===== src/rtl/e203_dtcm_ram_initiator_pkg.sv =====
// rtl/e203_dtcm_ram_initiator_pkg.sv - DTCM initiator widths and state encoding
// E203_DTCM_INIT_EN selects the power-up zero sweep in the top module.
package e203_dtcm_ram_initiator_pkg;

    localparam int E203_DTCM_RAM_AW = 13;
    localparam int E203_DTCM_RAM_DW = 32;
    localparam int E203_DTCM_RAM_MW = E203_DTCM_RAM_DW / 8;
    localparam int E203_DTCM_RAM_DP = 8192;

    typedef enum logic {
        ST_INIT = 1'b0,
        ST_RUN  = 1'b1
    } init_state_e;

endpackage


===== src/rtl/e203_dtcm_rsp_fifo.sv =====
// rtl/e203_dtcm_rsp_fifo.sv - two-entry response FIFO {read flag, rdata}
// Head reads as zero while empty so the response outputs idle at zero.
module e203_dtcm_rsp_fifo
    import e203_dtcm_ram_initiator_pkg::*;
#(
    parameter int W = E203_DTCM_RAM_DW + 1
) (
    input  logic         clk,
    input  logic         rst_n,
    input  logic         i_push,
    input  logic [W-1:0] i_push_data,
    input  logic         i_pop,
    output logic [W-1:0] o_head,
    output logic [1:0]   o_cnt
);

    logic [W-1:0] r_mem [2];
    logic         r_wr_ptr;
    logic         r_rd_ptr;
    logic [1:0]   r_cnt;

    always_ff @(posedge clk or negedge rst_n) begin
        if (!rst_n) begin
            r_mem[0] <= '0;
            r_mem[1] <= '0;
            r_wr_ptr <= 1'b0;
            r_rd_ptr <= 1'b0;
            r_cnt    <= 2'd0;
        end else begin
            if (i_push) begin
                r_mem[r_wr_ptr] <= i_push_data;
                r_wr_ptr        <= ~r_wr_ptr;
            end
            if (i_pop) begin
                r_rd_ptr <= ~r_rd_ptr;
            end
            case ({i_push, i_pop})
                2'b10:   r_cnt <= r_cnt + 2'd1;
                2'b01:   r_cnt <= r_cnt - 2'd1;
                default: r_cnt <= r_cnt;
            endcase
        end
    end

    assign o_head = (r_cnt != 2'd0) ? r_mem[r_rd_ptr] : '0;
    assign o_cnt  = r_cnt;

endmodule


===== src/rtl/e203_dtcm_ram_initiator.sv =====
// rtl/e203_dtcm_ram_initiator.sv - DTCM SRAM initiator with in-order 2-deep responses
// Define E203_DTCM_INIT_EN to zero-sweep the SRAM after reset before accepting commands.
module e203_dtcm_ram_initiator
    import e203_dtcm_ram_initiator_pkg::*;
#(
    parameter int AW = E203_DTCM_RAM_AW,
    parameter int DW = E203_DTCM_RAM_DW,
    parameter int MW = E203_DTCM_RAM_MW,
    parameter int DP = E203_DTCM_RAM_DP
) (
    input  logic          clk,
    input  logic          rst_n,
    input  logic          cmd_valid,
    output logic          cmd_ready,
    input  logic          cmd_read,
    input  logic [AW-1:0] cmd_addr,
    input  logic [DW-1:0] cmd_wdata,
    input  logic [MW-1:0] cmd_wmask,
    output logic          rsp_valid,
    input  logic          rsp_ready,
    output logic [DW-1:0] rsp_rdata,
    output logic          rsp_read,
    output logic          init_done,
    output logic          ram_cs,
    output logic          ram_we,
    output logic [AW-1:0] ram_addr,
    output logic [MW-1:0] ram_wem,
    output logic [DW-1:0] ram_din,
    input  logic [DW-1:0] ram_dout
);

    logic          w_run;
    logic          w_sweep;
    logic [AW-1:0] w_sweep_addr;
    logic          w_fire;
    logic          w_pop;
    logic [2:0]    w_occ;
    logic [1:0]    w_fifo_cnt;
    logic [DW:0]   w_head;
    logic [DW:0]   w_push_data;
    logic          r_inflight;
    logic          r_infl_read;

`ifdef E203_DTCM_INIT_EN
    localparam logic [AW-1:0] LP_INIT_LAST = AW'(DP - 1);

    init_state_e   r_state;
    init_state_e   w_state_nxt;
    logic [AW-1:0] r_init_cnt;
    logic [AW-1:0] w_init_cnt_nxt;

    always_ff @(posedge clk or negedge rst_n) begin
        if (!rst_n) begin
            r_state    <= ST_INIT;
            r_init_cnt <= '0;
        end else begin
            r_state    <= w_state_nxt;
            r_init_cnt <= w_init_cnt_nxt;
        end
    end

    // The counter parks on the last address so DP=2**AW never wraps into a second sweep.
    always_comb begin
        w_state_nxt    = r_state;
        w_init_cnt_nxt = r_init_cnt;
        w_run          = (r_state == ST_RUN);
        w_sweep        = (r_state == ST_INIT) & rst_n;
        w_sweep_addr   = r_init_cnt;
        if (r_state == ST_INIT) begin
            if (r_init_cnt == LP_INIT_LAST) begin
                w_state_nxt = ST_RUN;
            end else begin
                w_init_cnt_nxt = r_init_cnt + AW'(1);
            end
        end
    end
`else
    assign w_run        = 1'b1;
    assign w_sweep      = 1'b0;
    assign w_sweep_addr = '0;
`endif

    assign init_done = w_run;

    // Occupancy counts the buffered entries plus the one still in the SRAM pipe.
    assign w_pop     = rsp_valid & rsp_ready;
    assign w_occ     = {1'b0, w_fifo_cnt} + {2'b00, r_inflight} - {2'b00, w_pop};
    assign cmd_ready = rst_n & w_run & (w_occ <= 3'd1);
    assign w_fire    = cmd_valid & cmd_ready;

    always_comb begin
        ram_cs   = 1'b0;
        ram_we   = 1'b0;
        ram_addr = '0;
        ram_wem  = '0;
        ram_din  = '0;
        if (w_sweep) begin
            ram_cs   = 1'b1;
            ram_we   = 1'b1;
            ram_addr = w_sweep_addr;
            ram_wem  = '1;
        end else if (w_fire) begin
            ram_cs   = 1'b1;
            ram_we   = ~cmd_read;
            ram_addr = cmd_addr;
            ram_wem  = cmd_wmask;
            ram_din  = cmd_wdata;
        end
    end

    always_ff @(posedge clk or negedge rst_n) begin
        if (!rst_n) begin
            r_inflight  <= 1'b0;
            r_infl_read <= 1'b0;
        end else begin
            r_inflight <= w_fire;
            if (w_fire) begin
                r_infl_read <= cmd_read;
            end
        end
    end

    assign w_push_data = {r_infl_read, r_infl_read ? ram_dout : {DW{1'b0}}};

    e203_dtcm_rsp_fifo #(
        .W (DW + 1)
    ) u_rsp_fifo (
        .clk         (clk),
        .rst_n       (rst_n),
        .i_push      (r_inflight),
        .i_push_data (w_push_data),
        .i_pop       (w_pop),
        .o_head      (w_head),
        .o_cnt       (w_fifo_cnt)
    );

    assign rsp_valid = (w_fifo_cnt != 2'd0);
    assign rsp_read  = w_head[DW];
    assign rsp_rdata = w_head[DW-1:0];

endmodule


===== config.mk =====
export PLATFORM = sky130hd
export DESIGN_NAME = e203_dtcm_ram_initiator
export DESIGN_NICKNAME = d
export VERILOG_FILES = /design/src/rtl/e203_dtcm_ram_initiator_pkg.sv /design/src/rtl/e203_dtcm_rsp_fifo.sv /design/src/rtl/e203_dtcm_ram_initiator.sv
export SDC_FILE = /design/constraint.sdc
export NUM_CORES = 1
export LEC_CHECK = 0
export ABC_AREA = 1
export ABC_CLOCK_PERIOD_IN_PS = 4000
export BUFFER_PORTS_ARGS = -buffer_cell sky130_fd_sc_hd__buf_2
export CORE_MARGIN = 2
export CORE_UTILIZATION = 45
export DETAILED_ROUTE_END_ITERATION = 12
export PLACE_DENSITY = 0.84
export RECOVER_POWER = 25
export SLEW_MARGIN = 20
export SYNTH_ARGS = -nofsm -noshare
export SYNTH_HDL_FRONTEND = slang
export SYNTH_SLANG_ARGS = --single-unit

===== constraint.sdc =====
create_clock -name clk -period 4 [get_ports clk]
set_input_delay 0.2 -clock clk [delete_from_list [all_inputs] [get_ports clk]]
set_output_delay 0.2 -clock clk [all_outputs]
set_load 0.01 [all_outputs]

==> out/qor.yml, run 1 <==
status:
  status: "finished, violations left"
  violations: "capacitance limit, slew limit"
layout:
  insertedDiodeCount: 0
  syn_to_final_growth_pct: 26.1
  fin_area_um2: 4790
  drive_gt1_frac: 0.332
  nNetsFinal: 749
  fill_cells: 734
floorplan:
  fp-row-count: 33
  io_pins: 173
  initial_core_util: 0.462
  die-area_um2: 9190
  die_y_um: 95.9
  fp.coreArea_um2: 8220
  die_x_um: 95.9
sta:
  clock_skew_ns: 0.00984
  period_share: 0.834
  timing.fmax_mhz: 300
  finalHoldViolations: 0
  whs_ns: 0.105
  finalSetupTns_ns: 0
  relSlewSlack: -0.181
  period_minus_slack_ns: 3.34
  slew_viol_final: 73
  worst_slew_pin_slew_ns: 1.77
  finalSetupViolations: 0
  rsz0062_at_grt: "no"
power:
  p_per_area_nw_per_um2: 685
  internal-power_mw: 1.84
  max-vdd-ir-drop_uv: 346
  pwr-share-comb: 0.445
  switching_share: 0.438
  netSwitchingPower_mw: 1.44
  p_clk_frac: 0.181
  cellLeakagePower_nw: 2.76
  p_seq_frac: 0.375
placement:
  place_area_um2: 4580
  io_buffers: 171
  gp_congestion: 0.850
  dp_hpwl_mm: 7.03
clock_network:
  cts_tree: "yes"
  htree_levels: 3
  root_buffer: "clkbuf_8"
  cts_buffer_depth: 2
  clock_sinks: 72
  post_cts_buffers: 0
  worstSkewPairLatency_ns: 0.35
  ctsHoldBuffers: 0
  cts-buffers-inserted: 9
  post_cts_resized: 0
  cts.clk_slew.worst_paths_ns: 0.08
routing:
  drtPass1Iterations: 4
  drt_wl_total_mm: 10.2
  via_count: 3780
  routedWlPerCell_um: 13.2
  viasPerCell: 4.90
  drt-initial-drc-count: 170
  drcViolationCount: 0
  ant_nets: 0
synthesis:
  syn_inst: 510
  synth_seq_cells: 72
  yosys.area.top_type: "dfrtp_1"
  synth_fp_nets: 598
  synth.area.top_cells: "dfrtp_1, nand2_1, nor2_1"
  synth.most_common_cell: "nand2_1"
  ys_seq_area_frac: 0.474
  synth_edf_count: 0
  async_flop_share: 1.00
  avgSynthCellArea_um2: 7.45
  synth_top_area_share: 0.474
  ys.flop_type: "dfrtp_1"
  ys_warn_count: 0
  netlist_area_um2: 3800
  yosys-top-cells-count: "nand2_1, nor2_1, dfrtp_1"
  yosys.cell_types.count: 24
worst_setup_path:
  slowest_delay_ns: 0.60
  crit_path_cell_trace: "inv_1 > nand3_1 > o21ai_0 > ha_1 > inv_1 > fa_1 > nand2_1 > inv_1 > nand4_4 > nor2_1 > buf_2"
  crit_top_cell: "inv_1"
  end_kind: "primary output"
  required_ns: 3.80
  crit_type: "register to primary output"
  worstReg2RegEnd: "r_infl_read"
  r2r_start: "u_rsp_fifo.o_cnt[0]"
  r2r_cells: 11
  worstPathArrival_ns: 3.14
  worstSetupStartpointType: "register"
  critical_path.slowest_cell: "nand4_4"
  critical_path.top_delay_family: "simple AND/OR/NAND/NOR gates"
  cp_num_buf_inv: 4
  critPathMaxFanout: 52
  rrSetupSlack_ns: 1.31
global_route:
  track_usage: 0.226
  grt_pass1_vias: 3593
  grt_max_degree: 73
  grt_first_pass_wirelength_mm: 15.9
  antenna_found_initial: 0
  grt_overflow_total: 0
hold_path:
  min_path_type: "input pin to register"
  whs_path_depth: 3
  worstHoldStart: "ram_dout[10]"
  holdPathEnd: "u_rsp_fifo.r_mem[43]"
job:
  max_cap_viol_count: 1
logic make-up (layout without fill, tap and decap cells):
| family | Yosys count | in the layout | share of synthesized area |
|---|---|---|---|
| xor+xnor | 1 | 1 | 0.00231 |
| fa+ha+maj | 2 | 2 | 0.00857 |
| buf+inv | 95 | 251 | 0.120 |
| flops | 72 | 72 | 0.474 |
| compound gates | 102 | 102 | 0.138 |
| simple gates | 237 | 237 | 0.255 |
| other cells | 1 | 1 | 0.000988 |
metal layers:
layer  vias up  share of wire  global-route usage  wire, um
met2       151           0.53               0.409      5360
li1       1858              -                   -         -
met5         -              0                   0         0
met4         0          0.030               0.104       308
met1      1749           0.38               0.253      3880
met3        22          0.064              0.0501       654
cell usage in the layout (no fill, tap or decap), types with 2 or more instances in the layout:
cell type and instances:
buf_2 170, nand2_1 111, nor2_1 98, dfrtp_1 71
o21ai_0 68, inv_1 58, o21ai_1 28, nor2_2 21
clkbuf_8 10, o21ai_2 4, inv_2 2, nand2_2 2
nand3_1 2, a21oi_1 2, clkinv_2 2, clkinvlp_4 2
sequential cells by signal (all words and copies together) (netlist names):
signal and cells:
u_rsp_fifo.o_cnt 2, r_infl_read 1, u_rsp_fifo.r_rd_ptr 1, u_rsp_fifo.r_wr_ptr 1, r_inflight 1, u_rsp_fifo.r_mem 66
metrics by stage:
stage	worst slack, ns	std cells	total power, mW	utilization
after floorplan	1.81	510	2.23	-
after global routing	0.372	771	3.55	0.583
final	0.663	771	3.28	0.583
after CTS	0.651	771	3.31	0.582
after detailed placement	1.04	755	2.70	0.557
after global placement	1.18	755	2.64	0.557
area by class of cell:
cell class | count | area [um^2] | share of cell area
clock inverters | 6 | 67.6 | 0.0141
multi-input cells | 343 | 1550 | 0.323
flip-flops and latches | 72 | 1800 | 0.377
repair buffers | 173 | 867 | 0.181
well taps | 105 | 131 | 0.0274
clock buffers | 10 | 138 | 0.0287
inverters | 62 | 234 | 0.0489
worst max-delay path by stage:
| stage | from | to | slack [ns] | cells after the start |
|---|---|---|---|---|
| after floorplan | u_rsp_fifo.o_cnt[0] | ram_din[22] | 1.81 | 11 |
| after global placement | u_rsp_fifo.o_cnt[0] | ram_din[16] | 1.18 | 11 |
| after detailed placement | u_rsp_fifo.o_cnt[0] | ram_din[27] | 1.04 | 11 |
| after CTS | u_rsp_fifo.o_cnt[0] | ram_din[27] | 0.65 | 11 |
| after global routing | u_rsp_fifo.o_cnt[0] | ram_din[7] | 0.37 | 11 |
| final | u_rsp_fifo.o_cnt[0] | ram_din[27] | 0.66 | 11 |
worst register-to-register path: stages, from the launching register on:
cell and delay [ns]:
dfrtp_1 0.37, inv_1 0.13, nand3_1 0.10, o21ai_0 0.18
ha_1 0.23, inv_1 0.05, fa_1 0.47, nand2_1 0.07
inv_1 0.10, nand4_4 0.60, nand2_1 0.22, nand2_1 0.06
power groups by stage:
| stage | clock [mW] | combinational [mW] | sequential (mW) |
|---|---|---|---|
| after detailed placement | 0 | 1.47 | 1.23 |
| after CTS | 0.607 | 1.48 | 1.22 |
| after global routing | 0.631 | 1.66 | 1.26 |
| after floorplan | 0 | 1.09 | 1.14 |
| final | 0.592 | 1.46 | 1.23 |
| after global placement | 0 | 1.43 | 1.21 |
Note: power is estimated with default switching activity, not from simulation.
==> inputs of run 2 (changes only) <==
Settings changed: ABC_CLOCK_PERIOD_IN_PS 4000 to 3300.
Clock period 4 ns to 3.3 ns, I/O delays scaled along.
==> out/qor.yml, run 2 (synthesized netlist as in run 1, its figures left out) <==
routing:
  drt_wl_total_mm: 10.1
  via_count: 3772
  routedWlPerCell_um: 13.0
  drcViolationCount: 0
  ant_nets: 0
  drtPass1Iterations: 4
  drt-initial-drc-count: 100
  viasPerCell: 4.87
worst_setup_path:
  crit_type: "register to primary output"
  worstSetupStartpointType: "register"
  required_ns: 3.13
  critPathMaxFanout: 52
  end_kind: "primary output"
  worstPathArrival_ns: 2.80
placement:
  gp_congestion: 0.819
  dp_hpwl_mm: 7.07
  dp.cells: 758
  io_buffers: 171
  place_ws_ns: 0.664
status:
  violations: "capacitance limit, slew limit"
  status: "finished, violations left"
sta:
  rsz0062_at_grt: "no"
  finalHoldViolations: 0
  relSlewSlack: -0.301
  timing.fmax_mhz: 337
  slew_viol_final: 105
  finalSetupTns_ns: 0
  period_minus_slack_ns: 2.97
  period_share: 0.900
  clock_skew_ns: 0.00619
  finalSetupViolations: 0
  worst_slew_pin_slew_ns: 1.95
  setup_ws_ns: 0.331
floorplan:
  fp-row-count: 33
  io_pins: 173
  die_y_um: 95.9
  die-area_um2: 9190
  fp.coreArea_um2: 8220
  die_x_um: 95.9
  initial_core_util: 0.462
layout:
  top_register: "u_rsp_fifo.r_mem"
  layout_common_cells: "buf_2, nand2_1, nor2_1"
  drive_gt1_frac: 0.325
  layout_commonest_cell: "buf_2"
  insertedDiodeCount: 0
  final_cells: 775
  largest_register_ffs: 66
  nNetsFinal: 753
  syn_to_final_growth_pct: 25.7
clock_network:
  worstSkewPairLatency_ns: 0.33
  cts_tree: "yes"
  cts.clk_slew.worst_paths_ns: 0.07
  post_cts_resized: 0
  clock_sinks: 72
  cts-buffers-inserted: 9
  htree_levels: 3
  root_buffer: "clkbuf_8"
  cts_buffer_depth: 2
hold_path:
  min_path_type: "input pin to register"
global_route:
  antenna_found_initial: 0
  grt_max_degree: 68
  grt_pass1_vias: 3603
  track_usage: 0.221
  grt_first_pass_wirelength_mm: 15.8
  grt_overflow_total: 0
power:
  cellLeakagePower_nw: 2.75
  max-vdd-ir-drop_uv: 376
  p_per_area_nw_per_um2: 807
job:
  max_cap_viol_count: 2
-- run 2: final cells by class --
type	instances	area, um^2
Clock buffer	13	149
Timing Repair Buffer	177	898
Sequential cell	72	1800
Fill cell	717	3440
Multi-Input combinational cell	343	1540
Tap cell	105	131
Inverter	62	234
Clock inverter	3	17.5
-- run 2: per-stage QoR --
stage	cell area (um^2)	utilization	power (mW)	hold slack, ns
floorplan	3800	-	2.71	-0.131
global placement	4600	0.560	3.21	0.342
detailed placement	4600	0.560	3.28	0.334
CTS	4780	0.582	3.90	0.0821
global route	4770	0.581	4.19	0.0810
finish	4770	0.581	3.85	0.102
-- run 2: final timing paths --
path / startpoint / end / slack [ns] / depth (start not counted)
worst min register to register: u_rsp_fifo.r_mem[59] / u_rsp_fifo.r_mem[59] / 0.49 / 2
min in group asynchronous: rst_n / u_rsp_fifo.r_mem[40] / 1.17 / 3
worst max-delay path: u_rsp_fifo.o_cnt[0] / ram_cs / 0.33 / 12
worst min-delay path: ram_dout[5] / u_rsp_fifo.r_mem[38] / 0.10 / 3
max in group asynchronous: rst_n / r_infl_read / 0.76 / 4
worst max register to register: u_rsp_fifo.o_cnt[0] / r_inflight / 0.84 / 11
-- run 2: critical path, cell delays in order (launching register included) --
cell	delay (ns)
dfrtp_1	0.37
inv_1	0.13
nand3_1	0.10
o21ai_0	0.16
ha_1	0.21
inv_1	0.05
fa_1	0.41
inv_1	0.07
nand2_1	0.11
nand4_4	0.09
buf_4	0.49
inv_1	0.12
buf_2	0.16
-- run 2: repair_timing --
item | CTS | global route
setup buffers | 0 | 0
endpoints found under the hold margin | 36 | 0
hold buffers | 1 | 0
endpoints found under the setup margin | 0 | 0
-- run 2: per-layer routing --
metal | track usage | part of all wire
met5 | 0 | 0
met4 | 0.0714 | 0.024
met1 | 0.251 | 0.39
met2 | 0.410 | 0.52
met3 | 0.0470 | 0.069
-- run 2: power breakdown --
group	total [mW]	internal [mW]	switching, mW
Sequential	1.48	1.24	0.247
Combinational	1.77	0.627	1.14
Clock	0.599	0.292	0.307
